$ cat config.mk
export PLATFORM = sky130hd
export DESIGN_NAME = ids_matcher_flat
export DESIGN_NICKNAME = d
export VERILOG_FILES = /design/src/rtl/ids_matcher_pkg.sv /design/src/rtl/ids_matcher_if.sv /design/src/rtl/ids_window_cmp.sv /design/src/rtl/ids_matcher.sv /design/src/flat_wrapper.sv
export SDC_FILE = /design/constraint.sdc
export NUM_CORES = 1
export LEC_CHECK = 0
export CAP_MARGIN = 20
export CORE_MARGIN = 5
export CORE_UTILIZATION = 30
export CTS_CLUSTER_SIZE = 40
export DETAILED_ROUTE_END_ITERATION = 7
export SLEW_MARGIN = 10
export SYNTH_ARGS = -nofsm -noshare
export SYNTH_HDL_FRONTEND = slang
export SYNTH_SLANG_ARGS = --single-unit
$ cat constraint.sdc
create_clock -name clk -period 10.49 [get_ports clk]
set_input_delay 1.5735 -clock clk [delete_from_list [all_inputs] [get_ports clk]]
set_output_delay 1.5735 -clock clk [all_outputs]
set_load 0.01 [all_outputs]
$ cat src/rtl/ids_matcher_pkg.sv
// ids_matcher_pkg
//   Shared definitions for the IDS pattern-match stage:
//   - FSM state encoding (S_HDR, S_PLD)
//   - CTRL_EOP_* one-hot end-of-packet control values (CTRL_EOP_Bn = last valid byte n)
//   - pattern geometry (PATTERN_BYTES, byte/mask field positions)
//   - eop_last_byte(): index of the last valid byte in an EOP word
package ids_matcher_pkg;

   localparam logic [0:0] S_HDR = 1'b0;
   localparam logic [0:0] S_PLD = 1'b1;

   localparam logic [7:0] CTRL_EOP_B0 = 8'h80;
   localparam logic [7:0] CTRL_EOP_B1 = 8'h40;
   localparam logic [7:0] CTRL_EOP_B2 = 8'h20;
   localparam logic [7:0] CTRL_EOP_B3 = 8'h10;
   localparam logic [7:0] CTRL_EOP_B4 = 8'h08;
   localparam logic [7:0] CTRL_EOP_B5 = 8'h04;
   localparam logic [7:0] CTRL_EOP_B6 = 8'h02;
   localparam logic [7:0] CTRL_EOP_B7 = 8'h01;

   localparam int PATTERN_BYTES = 7;
   localparam int PAT_W         = 8 * PATTERN_BYTES;
   localparam int PAT_LSB       = 8;   // pattern bytes live in [63:8]
   localparam int MASK_LSB      = 0;   // mask lives in [6:0]

   // The highest set control bit marks the last valid byte; checks run from
   // byte 7 upward so the highest set bit is the one that sticks.
   function automatic logic [2:0] eop_last_byte(input logic [7:0] ctrl);
      logic [2:0] last;
      last = 3'd7;
      if (|(ctrl & CTRL_EOP_B6)) last = 3'd6;
      if (|(ctrl & CTRL_EOP_B5)) last = 3'd5;
      if (|(ctrl & CTRL_EOP_B4)) last = 3'd4;
      if (|(ctrl & CTRL_EOP_B3)) last = 3'd3;
      if (|(ctrl & CTRL_EOP_B2)) last = 3'd2;
      if (|(ctrl & CTRL_EOP_B1)) last = 3'd1;
      if (|(ctrl & CTRL_EOP_B0)) last = 3'd0;
      return last;
   endfunction

endpackage

$ cat src/rtl/ids_matcher_if.sv
// ids_matcher_if
//   NetFPGA packet-stream bus: data word, control byte, write strobe and
//   ready back-pressure.
//   master: drives data/ctrl/wr, receives rdy
//   slave : receives data/ctrl/wr, drives rdy
interface ids_matcher_if #(
   parameter int DATA_WIDTH = 64,
   parameter int CTRL_WIDTH = DATA_WIDTH / 8
);
   logic [DATA_WIDTH-1:0] data;
   logic [CTRL_WIDTH-1:0] ctrl;
   logic                  wr;
   logic                  rdy;

   modport master (output data, output ctrl, output wr, input rdy);
   modport slave  (input data, input ctrl, input wr, output rdy);
endinterface

$ cat src/rtl/ids_window_cmp.sv
// ids_window_cmp
//   Combinational 7-byte masked search over a 16-byte window formed by the
//   previous payload word followed by the current word. Candidate c (0..7)
//   ends at current byte c.
//   prev_word/cur_word : window words (byte 0 = [63:56])
//   pat_bytes/pat_mask : P0..P6 (P0 in the top byte) and per-byte enables
//   prev_valid         : prev_word belongs to this packet's payload
//   is_eop / ctrl      : current word is EOP; ctrl bounds the valid bytes
//   hit                : some valid candidate matched
module ids_window_cmp
   import ids_matcher_pkg::*;
(
   input  logic [63:0]            prev_word,
   input  logic [63:0]            cur_word,
   input  logic [PAT_W-1:0]       pat_bytes,
   input  logic [PATTERN_BYTES-1:0] pat_mask,
   input  logic                   prev_valid,
   input  logic                   is_eop,
   input  logic [7:0]             ctrl,
   output logic                   hit
);

   logic [127:0] win;
   logic [2:0]   last_byte;
   logic         cand_ok;
   logic         cand_valid;

   assign win       = {prev_word, cur_word};
   assign last_byte = eop_last_byte(ctrl);

   always_comb begin
      hit        = 1'b0;
      cand_ok    = 1'b0;
      cand_valid = 1'b0;
      for (int c = 0; c < 8; c++) begin
         cand_ok = 1'b1;
         for (int k = 0; k < PATTERN_BYTES; k++) begin
            if (pat_mask[k] &&
                (win[127 - 8*(c+2+k) -: 8] != pat_bytes[PAT_W-1 - 8*k -: 8]))
               cand_ok = 1'b0;
         end
         // Candidates 6 and 7 sit wholly in the current word; the others
         // reach back into the previous word.
         cand_valid = ((c >= 6) || prev_valid) &&
                      (!is_eop || (c <= int'(last_byte)));
         if (cand_ok && cand_valid)
            hit = 1'b1;
      end
   end

endmodule

$ cat src/rtl/ids_matcher.sv
// ids_matcher
//   Pass-through stage that searches each packet payload for a masked 7-byte
//   pattern and counts matching packets.
//   clk, reset      : clock, asynchronous active-high reset
//   in_if (slave)   : packet stream from the FIFO controller; rdy = out_if.rdy
//   out_if (master) : same stream, registered once
//   pattern         : [63:8] bytes P0..P6, [6:0] mask, [7] reserved
//   match_en        : count enable sampled with the EOP word
//   count_clr       : synchronous clear of match_count (beats an increment)
//   match_count     : saturating count of matched packets
//   last_match      : most recent packet matched
module ids_matcher
   import ids_matcher_pkg::*;
#(
   parameter int DATA_WIDTH = 64,
   parameter int CTRL_WIDTH = DATA_WIDTH / 8
) (
   input  logic                clk,
   input  logic                reset,
   ids_matcher_if.slave        in_if,
   ids_matcher_if.master       out_if,
   input  logic [63:0]         pattern,
   input  logic                match_en,
   input  logic                count_clr,
   output logic [31:0]         match_count,
   output logic                last_match
);

   function automatic logic [31:0] sat_inc(input logic [31:0] v);
      return (v == 32'hFFFF_FFFF) ? v : v + 32'd1;
   endfunction

   logic [DATA_WIDTH-1:0]    data_p0;
   logic [CTRL_WIDTH-1:0]    ctrl_p0;
   logic                     vld_p0;

   logic [0:0]               state;
   logic [DATA_WIDTH-1:0]    prev_word;
   logic                     prev_valid;
   logic                     flag;
   logic [PAT_W-1:0]         pat_bytes_q;
   logic [PATTERN_BYTES-1:0] pat_mask_q;
   logic [31:0]              count_q;
   logic                     last_match_q;

   logic                     is_payload;
   logic                     is_eop;
   logic                     eop_acc;
   logic                     win_hit;
   logic                     pkt_hit;
   logic [PAT_W-1:0]         cmp_bytes;
   logic [PATTERN_BYTES-1:0] cmp_mask;
   logic                     cmp_prev_valid;
   logic                     pattern_unused;

   assign pattern_unused = pattern[7];   // reserved bit

   assign in_if.rdy   = out_if.rdy;
   assign out_if.data = data_p0;
   assign out_if.ctrl = ctrl_p0;
   assign out_if.wr   = vld_p0;

   assign is_payload = (in_if.ctrl == '0);
   assign is_eop     = (state == S_PLD) && !is_payload;
   assign eop_acc    = in_if.wr && is_eop;

   // The first payload word is searched with the live pattern, which is the
   // value latched on that same edge; later words use the latched copy.
   assign cmp_bytes      = (state == S_HDR) ? pattern[PAT_LSB +: PAT_W] : pat_bytes_q;
   assign cmp_mask       = (state == S_HDR) ? pattern[MASK_LSB +: PATTERN_BYTES] : pat_mask_q;
   assign cmp_prev_valid = (state == S_PLD) && prev_valid;
   assign pkt_hit        = flag | win_hit;

   ids_window_cmp u_cmp (
      .prev_word  (prev_word),
      .cur_word   (in_if.data),
      .pat_bytes  (cmp_bytes),
      .pat_mask   (cmp_mask),
      .prev_valid (cmp_prev_valid),
      .is_eop     (is_eop),
      .ctrl       (in_if.ctrl),
      .hit        (win_hit)
   );

   // Stage p0: one-cycle pass-through register
   always_ff @(posedge clk or posedge reset) begin
      if (reset) begin
         data_p0 <= '0;
         ctrl_p0 <= '0;
         vld_p0  <= 1'b0;
      end else begin
         data_p0 <= in_if.data;
         ctrl_p0 <= in_if.ctrl;
         vld_p0  <= in_if.wr;
      end
   end

   always_ff @(posedge clk or posedge reset) begin
      if (reset) begin
         state       <= S_HDR;
         prev_word   <= '0;
         prev_valid  <= 1'b0;
         flag        <= 1'b0;
         pat_bytes_q <= '0;
         pat_mask_q  <= '0;
      end else if (in_if.wr) begin
         if (state == S_HDR) begin
            if (is_payload) begin
               state       <= S_PLD;
               pat_bytes_q <= pattern[PAT_LSB +: PAT_W];
               pat_mask_q  <= pattern[MASK_LSB +: PATTERN_BYTES];
               flag        <= win_hit;
               prev_word   <= in_if.data;
               prev_valid  <= 1'b1;
            end
         end else begin
            if (is_payload) begin
               flag       <= pkt_hit;
               prev_word  <= in_if.data;
               prev_valid <= 1'b1;
            end else begin
               state      <= S_HDR;
               flag       <= 1'b0;
               prev_valid <= 1'b0;
            end
         end
      end
   end

   always_ff @(posedge clk or posedge reset) begin
      if (reset) begin
         count_q      <= '0;
         last_match_q <= 1'b0;
      end else begin
         if (eop_acc)
            last_match_q <= pkt_hit;
         if (count_clr)
            count_q <= '0;
         else if (eop_acc && pkt_hit && match_en)
            count_q <= sat_inc(count_q);
      end
   end

   assign match_count = count_q;
   assign last_match  = last_match_q;

endmodule

$ cat src/flat_wrapper.sv
// flat-port wrapper written by rule: the top's interface ports become plain ports
module ids_matcher_flat import ids_matcher_pkg::*;
#(
   parameter int DATA_WIDTH = 64,
   parameter int CTRL_WIDTH = DATA_WIDTH / 8
)
  (clk, reset, pattern, match_en, count_clr, match_count, last_match, in_if_data, in_if_ctrl, in_if_wr, in_if_rdy, out_if_data, out_if_ctrl, out_if_wr, out_if_rdy);
  ids_matcher_if #(.DATA_WIDTH(DATA_WIDTH), .CTRL_WIDTH(CTRL_WIDTH)) in_if_i ();
  ids_matcher_if #(.DATA_WIDTH(DATA_WIDTH), .CTRL_WIDTH(CTRL_WIDTH)) out_if_i ();
  input  logic clk;
  input  logic reset;
  input  logic [63:0] pattern;
  input  logic match_en;
  input  logic count_clr;
  output logic [31:0] match_count;
  output logic last_match;
  input wire logic [$bits(in_if_i.data)-1:0] in_if_data;
  input wire logic [$bits(in_if_i.ctrl)-1:0] in_if_ctrl;
  input wire logic [$bits(in_if_i.wr)-1:0] in_if_wr;
  output wire logic [$bits(in_if_i.rdy)-1:0] in_if_rdy;
  output wire logic [$bits(out_if_i.data)-1:0] out_if_data;
  output wire logic [$bits(out_if_i.ctrl)-1:0] out_if_ctrl;
  output wire logic [$bits(out_if_i.wr)-1:0] out_if_wr;
  input wire logic [$bits(out_if_i.rdy)-1:0] out_if_rdy;
  assign in_if_i.data = in_if_data;
  assign in_if_i.ctrl = in_if_ctrl;
  assign in_if_i.wr = in_if_wr;
  assign in_if_rdy = in_if_i.rdy;
  assign out_if_data = out_if_i.data;
  assign out_if_ctrl = out_if_i.ctrl;
  assign out_if_wr = out_if_i.wr;
  assign out_if_i.rdy = out_if_rdy;
  ids_matcher #(.DATA_WIDTH(DATA_WIDTH), .CTRL_WIDTH(CTRL_WIDTH)) u_core (.clk(clk), .reset(reset), .in_if(in_if_i), .out_if(out_if_i), .pattern(pattern), .match_en(match_en), .count_clr(count_clr), .match_count(match_count), .last_match(last_match));
endmodule
==> flow_summary.html <==
<table>
<tr><th>Metric</th><th>Value</th></tr>
<tr><th colspan="2">Outcome</th></tr>
<tr><td>Outcome</td><td>finished, final reports clean</td></tr>
<tr><th colspan="2">Worst setup path</th></tr>
<tr><td>Buffering stage count on the worst path with inverters included</td><td>2</td></tr>
<tr><td>Capture point of the worst reg-to-reg path</td><td>u_core.match_count[21]</td></tr>
<tr><td>Logic depth of the worst register-to-register path</td><td>12</td></tr>
<tr><td>Worst stage delay on the critical path</td><td>about 1 ns</td></tr>
<tr><td>Worst Setup Path Type</td><td>reg2reg</td></tr>
<tr><td>Type of element launching the critical path</td><td>register</td></tr>
<tr><td>Highest net fanout along the worst path</td><td>33</td></tr>
<tr><td>Critical path's slowest cell</td><td>dfrtp_4</td></tr>
<tr><td>Crit path max-delay family</td><td>compound AO/OA/AOI/OAI gates</td></tr>
<tr><td>Cell breakdown of the critical path</td><td>buf_4 &gt; mux2i_4 &gt; xnor2_1 &gt; nor4_1 &gt; a21oi_1 &gt; or4_1 &gt; o41ai_2 &gt; o211ai_1 &gt; buf_4 &gt; a211oi_2 &gt; and4_1 &gt; mux2_1</td></tr>
<tr><td>Flop2flop setup slack</td><td>4.27 ns</td></tr>
<tr><td>Cell seen most often among critical-path stages</td><td>buf_4</td></tr>
<tr><td>Data arrival time of the critical path</td><td>6.66 ns</td></tr>
<tr><td>R2R Path Start</td><td>u_core.state</td></tr>
<tr><td>Kind of end point of the critical path</td><td>register</td></tr>
<tr><td>Required time at the worst-slack endpoint</td><td>~11 ns</td></tr>
<tr><th colspan="2">Clocking</th></tr>
<tr><td>CTS resizes</td><td>0</td></tr>
<tr><td>Cell at the root of the clock tree</td><td>clkbuf_16</td></tr>
<tr><td>Hold buffer count at cts</td><td>0</td></tr>
<tr><td>Clock-pin slew on the worst setup and hold paths</td><td>approximately 0.06 ns</td></tr>
<tr><td>Clock buffer count from CTS</td><td>27</td></tr>
<tr><td>Number of post-CTS setup repair buffers</td><td>0</td></tr>
<tr><td>Num Clock Sinks</td><td>220</td></tr>
<tr><td>TritonCTS clock tree</td><td>yes</td></tr>
<tr><td>Max Buffers Root-to-Sink</td><td>3</td></tr>
<tr><td>Clock latency on the worst-skew pair</td><td>roughly 0.6 ns</td></tr>
<tr><td>H-tree depth</td><td>1</td></tr>
<tr><th colspan="2">Finish</th></tr>
<tr><td>Share of layout cells above drive strength 1</td><td>about an eighth</td></tr>
<tr><td>Fill count</td><td>between 4,000 and 5,000</td></tr>
<tr><td>P&amp;R area growth vs syn</td><td>26.2%</td></tr>
<tr><td>Final non-filler cell total</td><td>~2,300</td></tr>
<tr><td>Net count of the finished layout</td><td>about 1,800</td></tr>
<tr><th colspan="2">Pwr</th></tr>
<tr><td>Static Leakage</td><td>6.71 nW</td></tr>
<tr><td>Max rail drop VDD</td><td>roughly 100 uV</td></tr>
<tr><td>Total power divided by cell area</td><td>around 120 mW/mm2</td></tr>
<tr><th colspan="2">STA</th></tr>
<tr><td>Max-slew headroom</td><td>around a quarter</td></tr>
<tr><td>Unrepaired setup endpoints after global routing</td><td>no</td></tr>
<tr><td>Post-route worst setup slack</td><td>between 4 and 5 ns</td></tr>
<tr><td>Total count of max-transition violations in the final report</td><td>0</td></tr>
<tr><td>Final Hold Violating Endpoints</td><td>0</td></tr>
<tr><td>Worst-margin pin slew</td><td>1.10 ns</td></tr>
<tr><td>Final critical delay including setup and external delays</td><td>between 6 and 7 ns</td></tr>
<tr><td>Highest Clock Rate</td><td>0.161 GHz</td></tr>
<tr><td>Fraction of the cycle the final worst path needs</td><td>between 50 and 60%</td></tr>
<tr><td>Worst clock skew</td><td>0.0329 ns</td></tr>
<tr><td>Total Negative Setup Slacks</td><td>0 ns</td></tr>
<tr><td>Final setup viols</td><td>0</td></tr>
<tr><th colspan="2">Worst hold path</th></tr>
<tr><td>Type of the tightest min-delay check</td><td>reg2reg</td></tr>
<tr><td>Hold endpoint</td><td>u_core.prev_valid</td></tr>
<tr><td>Startpoint of the tightest hold check path</td><td>u_core.prev_valid</td></tr>
<tr><td>Depth of the worst hold-timing path</td><td>1</td></tr>
<tr><th colspan="2">Logic synthesis</th></tr>
<tr><td>Most frequent cells after synthesis</td><td>449 x xnor2_1, 220 x dfrtp_1, 160 x nand2_1</td></tr>
<tr><td>Number of flops mapped to enable cells by yosys</td><td>0</td></tr>
<tr><td>Syn Inst Count</td><td>1,418</td></tr>
<tr><td>Number of flip-flops and latches in the synthesized netlist</td><td>220</td></tr>
<tr><td>Mapped Nets</td><td>approximately 1,600</td></tr>
<tr><td>Async SR Flop Fraction</td><td>100%</td></tr>
<tr><td>Number of warnings reported in the yosys synthesis log</td><td>0</td></tr>
<tr><td>Number of distinct library cell variants in the gate-level netlist after synthesis</td><td>48</td></tr>
<tr><td>Most repeated cell in the gate-level netlist after synthesis</td><td>xnor2_1</td></tr>
<tr><td>Cells taking the most area after synthesis</td><td>dfrtp_1 37%, xnor2_1 27%, mux2i_4 7.6%</td></tr>
<tr><td>Area share of the leading cell type in the synthesized netlist</td><td>37.3%</td></tr>
<tr><td>Predominant post-synthesis flop cell</td><td>dfrtp_1</td></tr>
<tr><td>Area of the mapped netlist</td><td>between 0.01 and 0.015 mm2</td></tr>
<tr><td>Area leader, netlist</td><td>dfrtp_1</td></tr>
<tr><td>Average cell area after synthesis</td><td>10.4 um2</td></tr>
<tr><td>Register area share after synthesis</td><td>between 30% and 40%</td></tr>
<tr><th colspan="2">GRT</th></tr>
<tr><td>Residual overflow from global routing</td><td>0</td></tr>
<tr><td>Tot GR Track Use</td><td>around a fifth</td></tr>
<tr><td>Antenna violations before repair</td><td>4</td></tr>
<tr><td>Maximum number of pins on one net before global-route repair</td><td>between 80 and 90</td></tr>
<tr><td>Wire length of the first global-routing pass</td><td>approximately 78 mm</td></tr>
<tr><td>Number of global-route vias before repair</td><td>11,798</td></tr>
<tr><th colspan="2">Floorplanning</th></tr>
<tr><td>Die Y-Extent</td><td>~230 um</td></tr>
<tr><td>I/O Pins</td><td>approximately 250</td></tr>
<tr><td>Site Rows</td><td>between 80 and 90</td></tr>
<tr><td>Die outline area</td><td>approximately 0.054 mm2</td></tr>
<tr><td>Initial Util</td><td>a little under a third</td></tr>
<tr><td>Core region area</td><td>~0.05 mm2</td></tr>
<tr><td>Die outline width</td><td>approximately 230 um</td></tr>
<tr><th colspan="2">Placement</th></tr>
<tr><td>Post-Place Worst Slack</td><td>about 4.0 ns</td></tr>
<tr><td># placed instances</td><td>approximately 2,200</td></tr>
<tr><td>I/O Buffers</td><td>around 250</td></tr>
<tr><td>Half-perimeter wire length after detailed placement</td><td>38.4 mm</td></tr>
<tr><td>Final RePlAce weighted congestion</td><td>about 0.94</td></tr>
<tr><th colspan="2">Drt</th></tr>
<tr><td>Detail-routed net length per standard cell</td><td>about 23 um</td></tr>
<tr><td>Via-per-instance ratio</td><td>5.03</td></tr>
<tr><td>Aggregate routed wire length</td><td>about 52 mm</td></tr>
<tr><td>Residual antenna-violating net count after detailed routing</td><td>0</td></tr>
<tr><td>Vias</td><td>between 10,000 and 15,000</td></tr>
<tr><td>First-pass DRT Iterations</td><td>5</td></tr>
<tr><td>Total DRC errors in the routed layout</td><td>0</td></tr>
<tr><td>DRC marker count from the first detailed-route iteration</td><td>just over 900</td></tr>
<tr><th colspan="2">Flow run</th></tr>
<tr><td>Number of maximum-capacitance violations</td><td>0</td></tr>
</table>
-- power by group --
group	total, mW	internal [mW]	switching (mW)
registers	0.920	0.884	0.0361
logic	0.460	0.222	0.238
clock network	0.939	0.553	0.385
-- cell usage in the layout, fill, tap and decap left out, types with 4 or more instances in the layout --
| cell type | instances |
|---|---|
| nor2b_1 | 8 |
| mux2_2 | 64 |
| nand2b_1 | 5 |
| and2_1 | 4 |
| clkbuf_8 | 4 |
| and3_1 | 9 |
| nor4_1 | 122 |
| inv_1 | 12 |
| nand4_1 | 9 |
| clkinv_2 | 5 |
| mux2i_1 | 8 |
| dfrtp_1 | 219 |
| nor3_1 | 4 |
| o21ai_0 | 4 |
| clkbuf_16 | 27 |
| clkdlybuf4s50_1 | 245 |
| a21oi_1 | 71 |
| mux2i_2 | 6 |
| buf_4 | 15 |
| nand3_1 | 19 |
| a2111oi_2 | 4 |
| a21o_1 | 6 |
| mux2_1 | 8 |
| nand2_1 | 160 |
| xnor2_1 | 449 |
| mux2i_4 | 50 |
| xor2_1 | 8 |
| clkbuf_1 | 6 |
| and4_1 | 5 |
| a31o_1 | 5 |
| nor2_1 | 30 |
-- how the worst max path moves through the flow --
stage          slack (ns)                endpoint          start  cells after the start
3_3_place_gp         3.95  u_core.match_count[21]  in_if_ctrl[7]                     13
2_1_floorplan        2.90             u_core.flag          reset                      1
5_1_grt              4.09  u_core.match_count[21]   u_core.state                     13
4_1_cts              4.36  u_core.match_count[21]   u_core.state                     12
6_report             4.27  u_core.match_count[21]   u_core.state                     12
3_5_place_dp         4.01  u_core.match_count[21]  in_if_ctrl[7]                     13
-- layer usage --
layer / vias up / share of wire [%] / GRT usage (%)
li1: 5183 / - / -
met1: 5757 / 42 / 24.7
met2: 461 / 46 / 30.4
met3: 135 / 7.7 / 4.21
met4: 8 / 3.9 / 7.15
met5: - / 0.081 / 0
-- area by class of cell --
cell class / count / area, um2 / area share [%]
clock buffer: 37 / 753 / 4.05
tap: 664 / 831 / 4.47
multi-input combinational: 1086 / 8750 / 47.0
antenna: 1 / 2.50 / 0.0134
sequential: 220 / 5510 / 29.6
inverter: 13 / 56.3 / 0.303
timing repair buffer: 260 / 2560 / 13.8
clock inverter: 12 / 136 / 0.733
-- registers in the layout, indices dropped and copies added, names as in the netlist --
name                flops
u_core.flag             1
u_core.last_match       1
u_core.match_count     32
u_core.out_if.ctrl      8
u_core.out_if.data     64
u_core.out_if.wr        1
u_core.pat_bytes_q     56
u_core.pat_mask_q       7
u_core.prev_valid       1
u_core.prev_word       48
u_core.state            1
-- through the flow --
stage | power [mW] | area [um2] | utilization, % | hold slack [ns]
after global routing | 2.41 | 18600 | 38.2 | 0.512
after floorplan | 1.21 | 14700 | - | 0.464
final | 2.32 | 18600 | 38.2 | 0.496
after global placement | 1.38 | 17700 | 36.3 | 0.481
after detailed placement | 1.39 | 17700 | 36.3 | 0.486
after CTS | 2.35 | 18600 | 38.2 | 0.501
-- cell families after synthesis --
family | Yosys count | synth area share, %
xor gates and xnor gates | 457 | 27.2
and+or+nand+nor | 383 | 13.0
buffers and inverters | 112 | 3.33
adders and majority gates | 1 | 0.0849
muxes | 136 | 14.2
AOI/OAI and AO/OA | 109 | 4.89
DFF | 220 | 37.3
(Power assumes the default switching activity.)
==> edit 1 (config.mk and constraints unchanged) <==
Put one more register stage on the output `match_count`, without a reset. The value now appears one clock later. The other outputs are not delayed to match.
--- a/src/rtl/ids_matcher.sv
+++ b/src/rtl/ids_matcher.sv
@@ -142,5 +142,7 @@
    end
 
-   assign match_count = count_q;
+   always_ff @(posedge clk) begin
+      match_count <= count_q;
+   end
    assign last_match  = last_match_q;
 
Behaviour: not the same (Yosys sat finds a counterexample within 4 cycles, from zero or initial values and one cycle with reset high).
==> edit 1 against the original RTL <==
- power grew 10%
- sequential cell count grew 32
- critical path depth grew 1
- critical endpoint is now u_core.count_q[21]
- synthesized cell count grew 3.2%
- design area grew 3.7%
- worst setup slack gained 340 ps
- via count grew 3.2%
- synthesized area grew 3.6%
- routed wire length grew 5.6%
==> edit 1: results (changes against the original RTL) <==
- FP Rows: 82 (+1.2%)
- Nonclk buf count: 272 (+4.6%)
- Final nets: 1806 (+3.1%)
- Status: complete, no violations
- Vias in the first global route: 12330 (+4.5%)
- Met1 wire length: 21.41 mm (-2.6%)
- Worst Path Arrival: 6340 ps (-320 ps)
- Top cells by area, synth: dfrtp_1 (36%), xnor2_1 (25%), mux2_2 (5.2%)
- Worst vdd ir: 0.1154 mV (+10%)
- Post-Syn Instances: 1463 (+3.2%)
- Critical path fanouts, max: 35 (+6.1%)
- Post-Layout Cell Count: 2366 (+3.2%)
- Family with the most delay on the worst path: buffers and inverters
- Met3 Routed Length: 4.015 mm (+0.75%)
- RR Endpoint: u_core.count_q[21]
- Placed instance area: 0.01825 mm2 (+3.0%)
- First-pass GRT wire length: 80.79 mm (+4.2%)
- Max-Slew Margin vs Limit: 0.2271 (-0.01673)
- Post-DP HPWL: 39.31 mm (+2.3%)
- Slowest CP cell: mux2i_2
- Fillcell total: 4941 (+4.8%)
- Min-Delay Endpoint: u_core.match_count[31]
- Layout cells sized above 1: 0.1310 (+0.01368)
- Leakage: 7.185 nW (+7.1%)
- Asr flop ratio synth: 0.8730 (-0.1270)
- Signal buffers share of area: 0.1387 (+0.0008078)
- Post-synth net total: 1606 (+2.9%)
- Final WL: 54.89 mm (+5.6%)
- Fin Clk Skew: 28.58 ps (-4.311 ps)
- Post-synth cell types: 47 (-2.1%)
[edit 1: metal layers]
metal / up-vias / global-route usage
met5: - / 0
met4: 4 / 0.08181
met3: 150 / 0.03889
met2: 505 / 0.3257
met1: 5921 / 0.2315
li1: 5337 / -
[edit 1: kinds of logic (layout without fill, tap and decap cells)]
| family | Yosys count | after routing | share of synthesized area |
|---|---|---|---|
| simple gates | 401 | 401 | 0.1329 |
| flops | 252 | 252 | 0.4026 |
| mux | 139 | 139 | 0.1293 |
| xor+xnor | 450 | 450 | 0.2582 |
| compound gates | 107 | 107 | 0.03983 |
| other cells | 0 | 7 | 0 |
| buf+inv | 113 | 337 | 0.03639 |
| fa+ha+maj | 1 | 1 | 0.0008194 |
[edit 1: power by group]
part           switching (mW)  total [mW]  internal [mW]
combinational           0.245       0.469          0.224
clock                   0.436        1.05          0.615
sequential             0.0340        1.04           1.01
total                   0.715        2.56           1.84
==> edit 2 (same settings) <==
Made on the original files. `data_p0` no longer has a reset.
--- a/src/rtl/ids_matcher.sv
+++ b/src/rtl/ids_matcher.sv
@@ -86,12 +86,14 @@
    always_ff @(posedge clk or posedge reset) begin
       if (reset) begin
-         data_p0 <= '0;
          ctrl_p0 <= '0;
          vld_p0  <= 1'b0;
       end else begin
-         data_p0 <= in_if.data;
          ctrl_p0 <= in_if.ctrl;
          vld_p0  <= in_if.wr;
       end
+   end
+
+   always_ff @(posedge clk) begin
+      data_p0 <= in_if.data;
    end
 
Function: changed (Yosys sat finds a counterexample within 4 cycles, from zero or initial values and one cycle with reset high).
==> edit 2 against the original RTL <==
- routed wire length up 3.6%
- synthesized cell count down 7.2%
- design area down 2.0%
- worst setup slack better by 510 ps
- sequential cell count unchanged
- power down 0.32%
- die area down 2.5%
- synthesized area down 2.6%
- maximum frequency up 8.9%
- largest power group unchanged
==> edit 2: results (changes against the original RTL) <==
- First-pass GRT wire length: 78.59 mm (+1.3%)
- First drt pass iteration count: 5 (unchanged)
- Mapped Avg Cell Area: 10.91 um2 (+4.9%)
- Worst vdd ir: 0.1043 mV (-0.28%)
- Max Buffers Root-to-Sink: 3 (unchanged)
- Synth cell count leaders: xnor2_1 (466), dfrtp_1 (156), nor4_1 (122)
- Vias in the first global route: 11480 (-2.7%)
- Routability cong.: 0.9734 (+3.1%)
- Post-placement cell count: 2103 (-6.2%)
- Post-synth net total: 1459 (-6.5%)
- Post-DP HPWL: 37.43 mm (-2.6%)
- Fin Clk Skew: 13.87 ps (-19.02 ps)
- Vias per cell: 5.148 (+2.3%)
- Final nets: 1661 (-5.1%)
- Reg2reg setup slack: 4770 ps (+510 ps)
- Fillcell total: 4637 (-1.6%)
- Hold crit path type: reg2reg
- Leakage: 6.332 nW (-5.6%)
- Family with the most delay on the worst path: simple AND/OR/NAND/NOR gates
- Placed instance area: 0.01735 mm2 (-2.1%)
- Critical path fanouts, max: 27 (-18%)
- Final WL: 53.85 mm (+3.6%)
- Main flop type after synthesis: dfrtp_1
- Worst Path Arrival: 6170 ps (-490 ps)
- Top sig layer: met4
- Asr flop ratio synth: 0.7091 (-0.2909)
- GR Util met3: 0.04845 (+0.006306)
- Met1 wire length: 21.18 mm (-3.6%)
- TritonCTS Buffers: 28 (+3.7%)
- Status: complete, no violations
- Per-cell routed wire length: 24.98 um (+10%)
- Worst slew pin tran: 940.2 ps (-162.5 ps)
- CP max stage delay: 820 ps (-190 ps)
- Met1 Usage GRT: 0.2450 (-0.001811)
- Overall global routing resource usage: 0.1991 (+0.01106)
- Antenna violations before repair: 1 (-3)
- Met3 Routed Length: 4.105 mm (+3.0%)
- Met2 WL post-DR: 25.53 mm (+6.6%)
- Pin count of the biggest net entering global routing: 89 (+4.7%)
- Met2 GRT Util: 0.3296 (+0.02544)
- Initial drt markers: 789 (-14%)
- Sequential area share after synthesis: 0.3612 (-0.01222)
- Top cell type's share of synthesized area: 0.2843 (-0.08911)
- CTS clk-pin slew, worst paths: 60 ps (about the same)
- Top cells by area, synth: xnor2_1 (28%), dfrtp_1 (27%), dfxtp_1 (8.9%)
- Slowest CP cell: buf_4
- Layout cells sized above 1: 0.1630 (+0.04567)
-- edit 2: where the power goes --
group / switching (mW) / total [mW] / internal [mW]
Combinational: 0.247 / 0.475 / 0.228
Sequential: 0.0337 / 0.915 / 0.881
Clock: 0.391 / 0.921 / 0.530
-- edit 2: worst paths after layout --
check                                      from                endpoint  cells past startpoint
max in group asynchronous                 reset  u_core.pat_bytes_q[14]                      3
setup reg to reg                   u_core.state  u_core.match_count[25]                     13
hold / removal             u_core.pat_mask_q[0]    u_core.pat_mask_q[0]                      1
hold reg to reg            u_core.pat_mask_q[0]    u_core.pat_mask_q[0]                      1
min in group asynchronous                 reset    u_core.pat_mask_q[0]                      2
setup / recovery                   u_core.state  u_core.match_count[25]                     13
-- edit 2: through the flow --
stage	total power [mW]	hold slack (ps)	utilization	worst slack (ps)
floorplan	1.205	480.5	-	4710
global placement	1.393	488.9	0.3648	4627
detailed placement	1.403	495.8	0.3648	4591
CTS	2.346	508.6	0.3834	4794
global route	2.409	532.4	0.3834	4555
finish	2.311	504.4	0.3835	4773
-- edit 2: cell type report --
| cell class | count | area (um2) | share of cell area |
|---|---|---|---|
| clock buffer | 40 | 795.8 | 0.04365 |
| clock inverter | 12 | 88.84 | 0.004872 |
| multi-input combinational | 988 | 8720 | 0.4782 |
| inverter | 14 | 57.56 | 0.003157 |
| tap | 615 | 769.5 | 0.04220 |
| sequential | 220 | 5189 | 0.2846 |
| antenna | 1 | 2.502 | 0.0001372 |
| timing repair buffer | 266 | 2610 | 0.1432 |
-- edit 2: kinds of logic after synthesis --
family,share of synthesized area
mux,0.1830
fa+ha+maj,0.0008715
compound gates,0.04820
buf+inv,0.03277
flops,0.3612
xor+xnor,0.2856
simple gates,0.08839
